### src/rtl/pwm_duty_ramp_if.sv
// Target-duty handshake bundle for pwm_duty_ramp.
// The producer (master) offers a target duty plus its step interval;
// the ramp (slave) answers with tgt_ready.
interface pwm_duty_ramp_if #(
   parameter int DUTY_W = 3,
   parameter int DIV_W  = 8
);
   logic              tgt_valid;
   logic [DUTY_W-1:0] tgt_duty;
   logic [DIV_W-1:0]  step_div;
   logic              tgt_ready;

   modport master (
      output tgt_valid,
      output tgt_duty,
      output step_div,
      input  tgt_ready
   );

   modport slave (
      input  tgt_valid,
      input  tgt_duty,
      input  step_div,
      output tgt_ready
   );
endinterface

### src/rtl/pwm_duty_ramp.sv
// pwm_duty_ramp: slew-limited duty source feeding the PWM stage.
// Walks o_duty one LSB at a time toward an accepted target, stepping only
// on PWM period boundaries (i_pwm_wrap), once every `div` wraps.
//
// Optional feature macro: PWM_DUTY_RAMP_RETARGET_EN
//   defined   -> a new target may be accepted while a ramp is running
//   undefined -> targets are only accepted while idle
//
// state  | meaning
// -------+---------------------------------------------------------
// S_IDLE | duty parked (at target or forced off), ready for a target
// S_UP   | duty below target, incrementing on step boundaries
// S_DOWN | duty above target, decrementing on step boundaries
module pwm_duty_ramp #(
   parameter int DUTY_W = 3,
   parameter int DIV_W  = 8
) (
   input  logic              clk,
   input  logic              rst_n,
   input  logic              i_enable,
   input  logic              i_pwm_wrap,
   pwm_duty_ramp_if.slave    tgt_if,
   output logic [DUTY_W-1:0] o_duty,
   output logic              o_busy,
   output logic              o_done
);

   typedef enum logic [1:0] {
      S_IDLE = 2'd0,
      S_UP   = 2'd1,
      S_DOWN = 2'd2
   } state_t;

   state_t            r_state;
   logic              r_armed;
   logic [DUTY_W-1:0] r_duty;
   logic [DUTY_W-1:0] r_tgt;
   logic [DIV_W-1:0]  r_div;
   logic [DIV_W-1:0]  r_div_cnt;
   logic              r_done;

   state_t            w_state_nxt;
   logic [DUTY_W-1:0] w_duty_nxt;
   logic [DUTY_W-1:0] w_tgt_nxt;
   logic [DIV_W-1:0]  w_div_nxt;
   logic [DIV_W-1:0]  w_div_cnt_nxt;
   logic              w_done_nxt;
   logic              w_tgt_ready;
   logic              w_accept;
   logic [DIV_W-1:0]  w_div_in;
   logic [DIV_W-1:0]  w_div_m1;
   logic              w_step_due;

   // Handshake: ready only once armed after reset and while enabled
   always_comb begin
`ifdef PWM_DUTY_RAMP_RETARGET_EN
      w_tgt_ready = r_armed & i_enable;
`else
      w_tgt_ready = r_armed & i_enable & (r_state == S_IDLE);
`endif
      w_accept = tgt_if.tgt_valid & w_tgt_ready;
      // A zero interval would never terminate the divider; treat it as 1
      w_div_in = (tgt_if.step_div == '0) ? DIV_W'(1) : tgt_if.step_div;
      w_div_m1 = r_div - DIV_W'(1);
   end

   // Next-state: disable override, then the step, then any acceptance
   always_comb begin
      w_state_nxt   = r_state;
      w_duty_nxt    = r_duty;
      w_tgt_nxt     = r_tgt;
      w_div_nxt     = r_div;
      w_div_cnt_nxt = r_div_cnt;
      w_done_nxt    = 1'b0;
      w_step_due    = 1'b0;

      if (!i_enable) begin
         w_state_nxt   = S_IDLE;
         w_duty_nxt    = '0;
         w_div_cnt_nxt = '0;
      end else begin
         if ((r_state != S_IDLE) && i_pwm_wrap) begin
            if (r_div_cnt == w_div_m1) begin
               w_step_due    = 1'b1;
               w_div_cnt_nxt = '0;
            end else begin
               w_div_cnt_nxt = r_div_cnt + DIV_W'(1);
            end
         end

         // Compare against the target before moving so duty can never
         // overshoot or wrap, whatever the direction register says.
         if (w_step_due) begin
            if ((r_state == S_UP) && (r_duty < r_tgt)) begin
               w_duty_nxt = r_duty + DUTY_W'(1);
            end else if ((r_state == S_DOWN) && (r_duty > r_tgt)) begin
               w_duty_nxt = r_duty - DUTY_W'(1);
            end
            if (w_duty_nxt == r_tgt) begin
               w_state_nxt = S_IDLE;
               w_done_nxt  = 1'b1;
            end
         end

         // Acceptance sees the already-stepped duty, so a step and a
         // retarget in the same cycle pick direction from the new value.
         if (w_accept) begin
            w_tgt_nxt     = tgt_if.tgt_duty;
            w_div_nxt     = w_div_in;
            w_div_cnt_nxt = '0;
            if (tgt_if.tgt_duty > w_duty_nxt) begin
               w_state_nxt = S_UP;
               w_done_nxt  = 1'b0;
            end else if (tgt_if.tgt_duty < w_duty_nxt) begin
               w_state_nxt = S_DOWN;
               w_done_nxt  = 1'b0;
            end else begin
               w_state_nxt = S_IDLE;
               w_done_nxt  = 1'b1;
            end
         end
      end
   end

   // State, datapath and done-pulse registers
   always_ff @(posedge clk or negedge rst_n) begin
      if (!rst_n) begin
         r_state   <= S_IDLE;
         r_duty    <= '0;
         r_tgt     <= '0;
         r_div     <= DIV_W'(1);
         r_div_cnt <= '0;
         r_done    <= 1'b0;
      end else begin
         r_state   <= w_state_nxt;
         r_duty    <= w_duty_nxt;
         r_tgt     <= w_tgt_nxt;
         r_div     <= w_div_nxt;
         r_div_cnt <= w_div_cnt_nxt;
         r_done    <= w_done_nxt;
      end
   end

   // Arm one clock after reset release so ready is low in the first cycle
   always_ff @(posedge clk or negedge rst_n) begin
      if (!rst_n) begin
         r_armed <= 1'b0;
      end else begin
         r_armed <= 1'b1;
      end
   end

   assign tgt_if.tgt_ready = w_tgt_ready;
   assign o_duty           = r_duty;
   assign o_busy           = (r_state != S_IDLE);
   assign o_done           = r_done;

endmodule

### src/flat_wrapper.sv
// flat-port wrapper written by rule: the top's interface ports become plain ports
module pwm_duty_ramp_flat 
#(
   parameter int DUTY_W = 3,
   parameter int DIV_W  = 8
)
  (clk, rst_n, i_enable, i_pwm_wrap, o_duty, o_busy, o_done, tgt_if_tgt_valid, tgt_if_tgt_duty, tgt_if_step_div, tgt_if_tgt_ready);
  pwm_duty_ramp_if #(.DUTY_W(DUTY_W), .DIV_W(DIV_W)) tgt_if_i ();
  input  logic clk;
  input  logic rst_n;
  input  logic i_enable;
  input  logic i_pwm_wrap;
  output logic [DUTY_W-1:0] o_duty;
  output logic o_busy;
  output logic o_done;
  input wire logic [$bits(tgt_if_i.tgt_valid)-1:0] tgt_if_tgt_valid;
  input wire logic [$bits(tgt_if_i.tgt_duty)-1:0] tgt_if_tgt_duty;
  input wire logic [$bits(tgt_if_i.step_div)-1:0] tgt_if_step_div;
  output wire logic [$bits(tgt_if_i.tgt_ready)-1:0] tgt_if_tgt_ready;
  assign tgt_if_i.tgt_valid = tgt_if_tgt_valid;
  assign tgt_if_i.tgt_duty = tgt_if_tgt_duty;
  assign tgt_if_i.step_div = tgt_if_step_div;
  assign tgt_if_tgt_ready = tgt_if_i.tgt_ready;
  pwm_duty_ramp #(.DUTY_W(DUTY_W), .DIV_W(DIV_W)) u_core (.clk(clk), .rst_n(rst_n), .i_enable(i_enable), .i_pwm_wrap(i_pwm_wrap), .tgt_if(tgt_if_i), .o_duty(o_duty), .o_busy(o_busy), .o_done(o_done));
endmodule
### config.mk
export PLATFORM = sky130hd
export DESIGN_NAME = pwm_duty_ramp_flat
export DESIGN_NICKNAME = d
export VERILOG_FILES = /design/src/rtl/pwm_duty_ramp_if.sv /design/src/rtl/pwm_duty_ramp.sv /design/src/flat_wrapper.sv
export SDC_FILE = /design/constraint.sdc
export NUM_CORES = 1
export LEC_CHECK = 0
export ABC_CLOCK_PERIOD_IN_PS = 5900
export BUFFER_PORTS_ARGS = -buffer_cell sky130_fd_sc_hd__buf_2
export CAP_MARGIN = 20
export CELL_PAD_IN_SITES_DETAIL_PLACEMENT = 1
export CELL_PAD_IN_SITES_GLOBAL_PLACEMENT = 1
export CORE_ASPECT_RATIO = 0.5
export CORE_UTILIZATION = 48
export DETAILED_ROUTE_END_ITERATION = 8
export GPL_TIMING_DRIVEN = 0
export MAX_ROUTING_LAYER = met4
export PLACE_DENSITY = 0.85
export SYNTH_ARGS = -nofsm -noshare
export SYNTH_HDL_FRONTEND = slang
export SYNTH_SLANG_ARGS = --single-unit
### constraint.sdc
create_clock -name clk -period 5.9 [get_ports clk]
set_clock_uncertainty 0.2 [all_clocks]
set_input_delay 0.885 -clock clk [delete_from_list [all_inputs] [get_ports clk]]
set_output_delay 0.885 -clock clk [all_outputs]
set_load 0.03 [all_outputs]
Word level (Yosys, flattened, before mapping)

Cells that the tools add are included.

$add $sub $neg: 4
$mul: 0
Div/mod/pow operators: 0
Magnitude comparators: 4
Equality and inequality tests: 7
Shift operators: 0
Muxes and demuxes: 27
Bitwise gates (word level): 3
Reduce and logical (&&, ||, !) cells: 8

Operators by type and width:

| kind                | number |
|---|---|
| $mux 8              | 5 |
| $mux 3              | 7 |
| $mux 2              | 6 |
| $mux 1              | 9 |
| $ne 3x1->1 const B  | 3 |
| $add 8x1->8 const B | 1 |
| $eq 8x8->1          | 1 |
| $logic_not 8->1     | 1 |
| $sub 8x1->8 const B | 1 |
| $gt 3x3->1          | 2 |
| $lt 3x3->1          | 2 |
| $reduce_and 2->1    | 2 |
| $add 3x1->3 const B | 1 |
| $and 1x1->1         | 3 |
| $eq 3x3->1          | 1 |
| $logic_and 1x1->1   | 3 |
| $sub 3x1->3 const B | 1 |
| $eq 2x1->1 const B  | 1 |
| $eq 2x2->1 const B  | 1 |
| $logic_not 2->1     | 1 |
| $reduce_bool 2->1   | 1 |

Register bits: 26
Latch bits: 0
Memory bits (writable): 0
ROM bits: 0
Output and inout bits: 6
Word-level logic and storage cells: 60
Memories: 0

Longest topological paths before layout

Depth in word-level cells: 14
Depth in mapped cells: 15
Depth with buffers taken out: 15

Worst setup path before layout

OpenSTA, ideal clock, no wires.

Path kind: register -> register
Start point: register u_core.r_div[1]
End point: register u_core.r_state[1]
Library setup time: 0.077 ns
Arrival: 3.154 ns
Required time: 5.623 ns
Setup slack: 2.469 ns
Stages on the path, launching flop included: 15
Buffers on the path: 0
Path through: dfrtp_1 > inv_1 > ha_1 > nand2b_1 > or4b_4 > a211oi_4 > nand4b_4 > o31a_1 > and2_1 > ha_1 > a21o_1 > a21oi_1 > nor2b_1 > o21ai_0 > a21oi_1

Cells in the longest elaborated chain, start to end: 12

Ends and longest elaborated chain:

| element                  | RTL line             | RTL |
|---|---|---|
| start: declaration       | pwm_duty_ramp.sv:38  | `logic [DIV_W-1:0] r_div;` |
| start signal: assignment | pwm_duty_ramp.sv:138 | `r_div <= w_div_nxt;` |
| $sub 8x1->8 (*)          | pwm_duty_ramp.sv:64  | `w_div_m1 = r_div - DIV_W'(1);` |
| $eq 8x8->1 (*)           | pwm_duty_ramp.sv:83  | `if (r_div_cnt == w_div_m1) begin` |
| $mux 1 (*)               | pwm_duty_ramp.sv:83  |  |
| $mux 1 (*)               | pwm_duty_ramp.sv:82  | `if ((r_state != S_IDLE) && i_pwm_wrap) begin` |
| $mux 1 (*)               | pwm_duty_ramp.sv:77  | `if (!i_enable) begin` |
| $mux 3                   | pwm_duty_ramp.sv:93  | `if (w_step_due) begin` |
| $mux 3                   | pwm_duty_ramp.sv:77  |  |
| $lt 3x3->1               | pwm_duty_ramp.sv:114 | `end else if (tgt_if.tgt_duty < w_duty_nxt) begin` |
| $mux 2                   | pwm_duty_ramp.sv:114 |  |
| $mux 2                   | pwm_duty_ramp.sv:111 | `if (tgt_if.tgt_duty > w_duty_nxt) begin` |
| $mux 2                   | pwm_duty_ramp.sv:107 | `if (w_accept) begin` |
| $mux 2                   | pwm_duty_ramp.sv:77  |  |
| end signal: assignment   | pwm_duty_ramp.sv:135 | `r_state <= w_state_nxt;` |
| end: declaration         | pwm_duty_ramp.sv:34  | `state_t r_state;` |

Every way passes the cells marked *; elsewhere a longest branch is shown, timed or not. The select of a mux whose other input is x is not followed.
A chain may end at the register's enable or synchronous reset.

Worst setup path in the final report

Start point: register u_core.r_div[0]
End point: register u_core.r_state[1]

The elaborated chain is that of the path after synthesis.

==> metrics.txt <==
# TYPE chip_impl_metric gauge
chip_impl_metric{name="drt_wl_total",unit="mm"} 4.712
chip_impl_metric{name="tritoncts.num_buffers",unit=""} 3
chip_impl_metric{name="cts_stage_hold_buffer_count",unit=""} 0
chip_impl_metric{name="dr_total_vias",unit=""} 1523
chip_impl_metric{name="ctsResizeCount",unit=""} 0
chip_impl_metric{name="initial_core_util",unit=""} 0.5185
chip_impl_metric{name="first_pass_grt_wire_length",unit="mm"} 7.590
chip_impl_metric{name="syn-num-nets",unit=""} 216
chip_impl_metric{name="cts.sinks",unit=""} 26
chip_impl_metric{name="number_of_drc_markers_in_iteration_0",unit=""} 61
chip_impl_metric{name="cts_max_level",unit=""} 1
chip_impl_metric{name="crit_arrival",unit="ps"} 3870
chip_impl_metric{name="antenna_found_initial",unit=""} 0
chip_impl_metric{name="worst_hold_slack",unit="ps"} 359.4
chip_impl_metric{name="global_route.overflow_total",unit=""} 0
chip_impl_metric{name="timing.slew.headroom",unit=""} 0.5398
chip_impl_info{name="cts_root_buffer",value="clkbuf_8"} 1
chip_impl_metric{name="post-cts-setup-buffers",unit=""} 0
chip_impl_info{name="result_of_the_run",value="completed"} 1
chip_impl_info{name="most_frequent_standard_cell_in_the_layout_excluding_fill_and_tap_cells",value="dfrtp_1"} 1
chip_impl_metric{name="crit_path_max_fo",unit=""} 5
chip_impl_info{name="critical_path.startpoint_type",value="flop"} 1
chip_impl_metric{name="timing_worst_slew_pin_value",unit="ps"} 681.4
chip_impl_metric{name="global_route_usage_over_all_layers",unit=""} 0.2667
chip_impl_metric{name="cellLeakagePower",unit="nW"} 0.9468
chip_impl_metric{name="io_buffer_count",unit=""} 21
chip_impl_metric{name="grt_max_degree",unit=""} 27
chip_impl_metric{name="fmax",unit="MHz"} 258.8
chip_impl_metric{name="asyncSetResetFlopFracSynth",unit=""} 1.000
chip_impl_info{name="setup.worst_path.class",value="flop to flop"} 1
chip_impl_metric{name="drt-pass1-iter-count",unit=""} 4
chip_impl_info{name="most-common-layout-cells",value="dfrtp_1 (25), buf_2 (21), inv_1 (13)"} 1
chip_impl_metric{name="timing.final.hold_violations",unit=""} 0
chip_impl_metric{name="drive_gt1_frac",unit=""} 0.2140
chip_impl_metric{name="dp_hpwl",unit="mm"} 3.694
chip_impl_metric{name="syn_inst",unit=""} 190
chip_impl_metric{name="design.die.area",unit="sq um"} 4098
chip_impl_info{name="rsz_0062_raised_after_global_routing",value="no"} 1
chip_impl_metric{name="yosys_register_bits",unit=""} 26
chip_impl_metric{name="final-instance-count-excl-fill",unit=""} 266
chip_impl_metric{name="regToRegSetupSlack",unit="ps"} 2040
chip_impl_metric{name="drtAntennaViolNets",unit=""} 0
chip_impl_metric{name="standard_cell_core_area",unit="sq um"} 3547
chip_impl_info{name="worst_min_delay_path_endpoint",value="u_core.r_div[0]"} 1
chip_impl_metric{name="antenna-diode-count",unit=""} 0
chip_impl_metric{name="routed_via_density",unit=""} 5.726
chip_impl_metric{name="avgSynthCellArea",unit="sq um"} 9.680
chip_impl_metric{name="drt_drc_violations_left",unit=""} 0
chip_impl_metric{name="synth.yosys.warnings",unit=""} 0
chip_impl_metric{name="place_congestion",unit=""} 0.8211
chip_impl_metric{name="die_x",unit="microns"} 89.54
chip_impl_metric{name="worstRegToRegCells",unit=""} 14
chip_impl_metric{name="grt_pass1_vias",unit=""} 1572
chip_impl_metric{name="cts_max_path_buffers",unit=""} 2
chip_impl_metric{name="pwr_density_cell",unit="nW/um^2"} 256.9
chip_impl_metric{name="clk_transition_reported_paths",unit="ps"} 90
chip_impl_metric{name="layout.nets",unit=""} 242
chip_impl_info{name="holdCritStartpoint",value="u_core.r_div[0]"} 1
chip_impl_info{name="worst_setup_path_end_kind",value="flop"} 1
chip_impl_metric{name="synth-edff-count",unit=""} 0
chip_impl_metric{name="layout-area-overhead-vs-synth",unit="%"} 12.18
chip_impl_metric{name="fin_util",unit=""} 0.5817
chip_impl_metric{name="fin_total_pwr",unit="uW"} 530.0
chip_impl_metric{name="avgRoutedWirePerCell",unit="microns"} 17.71
chip_impl_info{name="tritoncts",value="yes"} 1
chip_impl_metric{name="vdd_ir_drop_max",unit="mV"} 0.1861
chip_impl_metric{name="synth_cell_type_count",unit=""} 49
chip_impl_metric{name="io_pins",unit=""} 22
chip_impl_metric{name="fin_crit",unit="ps"} 3865
chip_impl_metric{name="layout_worst_path_cycle_share",unit=""} 0.6550
chip_impl_metric{name="drv.max_cap_violation_count",unit=""} 0
chip_impl_metric{name="slew_viol_final",unit=""} 0
chip_impl_info{name="ys.flop_type",value="dfrtp_1"} 1
chip_impl_metric{name="synth_sequential_area_ratio",unit=""} 0.3544
chip_impl_info{name="rr_startpoint",value="u_core.r_div[0]"} 1
chip_impl_metric{name="fp.dieH",unit="microns"} 45.77
chip_impl_metric{name="final.setup.tns",unit="ps"} 0
chip_impl_metric{name="worstPathRequired",unit="ps"} 5900
chip_impl_metric{name="min_delay_path_depth",unit=""} 2
chip_impl_info{name="path_class_of_the_lowest_slack_min_delay_path",value="flop to flop"} 1
chip_impl_metric{name="final-setup-viol-count",unit=""} 0
chip_impl_info{name="regToRegEndpoint",value="u_core.r_state[1]"} 1
chip_impl_metric{name="fp-row-count",unit=""} 15
chip_impl_metric{name="syn_area",unit="sq um"} 1839
chip_impl_metric{name="clkLatencyLatePin",unit="ps"} 270
chip_impl_metric{name="dp_cells",unit=""} 262
## power by group
part	internal (mW)	switching, mW	total [mW]
logic	0.0770	0.105	0.182
clock network	0.0598	0.0578	0.118
registers	0.199	0.0316	0.230
total	0.335	0.195	0.530
## worst max path at each step
stage	from	to	slack, ps	cells after the start
floorplan	u_core.r_div[1]	u_core.r_state[1]	2470	14
global placement	u_core.r_div[1]	u_core.r_state[1]	2210	14
detailed placement	u_core.r_div[1]	u_core.r_state[1]	2080	14
CTS	u_core.r_div[0]	u_core.r_state[1]	2030	14
global route	u_core.r_div[0]	u_core.r_state[1]	1830	14
finish	u_core.r_div[0]	u_core.r_state[1]	2040	14
## stage by stage
| stage | setup WS [ps] | area, sq um |
|---|---|---|
| after global routing | 1833 | 2063 |
| after CTS | 2026 | 2063 |
| final | 2035 | 2063 |
| after floorplan | 2469 | 1839 |
| after global placement | 2212 | 2008 |
| after detailed placement | 2079 | 2008 |
## synthesized netlist by cell type, types with 2 or more instances
master | count | area, sq um
dfrtp_1 | 25 | 625.6
inv_1 | 13 | 48.80
nand2_1 | 12 | 45.04
a21oi_1 | 10 | 50.05
ha_1 | 10 | 125.1
mux2_2 | 10 | 112.6
xnor2_1 | 9 | 78.83
xor2_1 | 9 | 78.83
nor2_1 | 8 | 30.03
nand3_1 | 7 | 35.03
nand4_1 | 7 | 43.79
mux2i_1 | 5 | 50.05
nor2b_1 | 5 | 31.28
o21ai_0 | 5 | 25.02
a22o_1 | 4 | 35.03
nor3_1 | 4 | 20.02
a31oi_1 | 3 | 18.77
and3_1 | 3 | 18.77
clkbuf_1 | 3 | 11.26
o21a_1 | 3 | 22.52
a2111oi_2 | 2 | 30.03
and2_1 | 2 | 12.51
and3b_1 | 2 | 17.52
nor3b_1 | 2 | 15.01
o22ai_1 | 2 | 12.51
or2_2 | 2 | 12.51
## layer usage
layer / GRT usage / vias up / share of wire
li1: - / 737 / -
met1: 0.3190 / 760 / 0.46
met2: 0.4712 / 20 / 0.51
met3: 0.05616 / 6 / 0.018
met4: 0.06032 / 0 / 0.0074
met5: - / - / 0
## layout make-up
class	count	area, sq um
fill	421	1484
sequential	26	651.9
inverter	13	48.80
tap	51	63.81
clock buffer	4	55.05
buffer	5	22.52
multi-input combinational	146	1116
timing repair buffer	21	105.1
## registers in the layout (all words and copies together), names as in the netlist
name / count
u_core.o_duty: 3
u_core.r_armed: 1
u_core.r_div: 8
u_core.r_tgt: 3
u_core.o_done: 1
u_core.r_div_cnt: 8
u_core.r_state: 2
## worst max-delay path: stages, from the launching register on
cell and delay, ps:
dfstp_2 600, inv_1 80, ha_1 300, xor2_1 180, o211ai_1 220, a211oi_4 350, nand4b_4 180, o31a_1 340
and2_1 180, ha_1 310, a21o_1 170, a21oi_1 250, nor2b_1 200, o21ai_0 100, a21oi_1 130
## kinds of logic (layout without fill, tap and decap cells)
kind of cell | Yosys count | count (layout) | synth area share
flip-flops | 26 | 26 | 0.3544
multiplexers | 15 | 15 | 0.08844
AO/OA/AOI/OAI | 37 | 37 | 0.1483
XOR/XNOR | 18 | 18 | 0.08572
AND/OR/NAND/NOR | 64 | 64 | 0.2088
other | 1 | 1 | 0.002039
buffers and inverters | 18 | 43 | 0.03878
adder cells (fa/ha/maj) | 11 | 11 | 0.07347
Note: power is estimated with default switching activity, not from simulation.
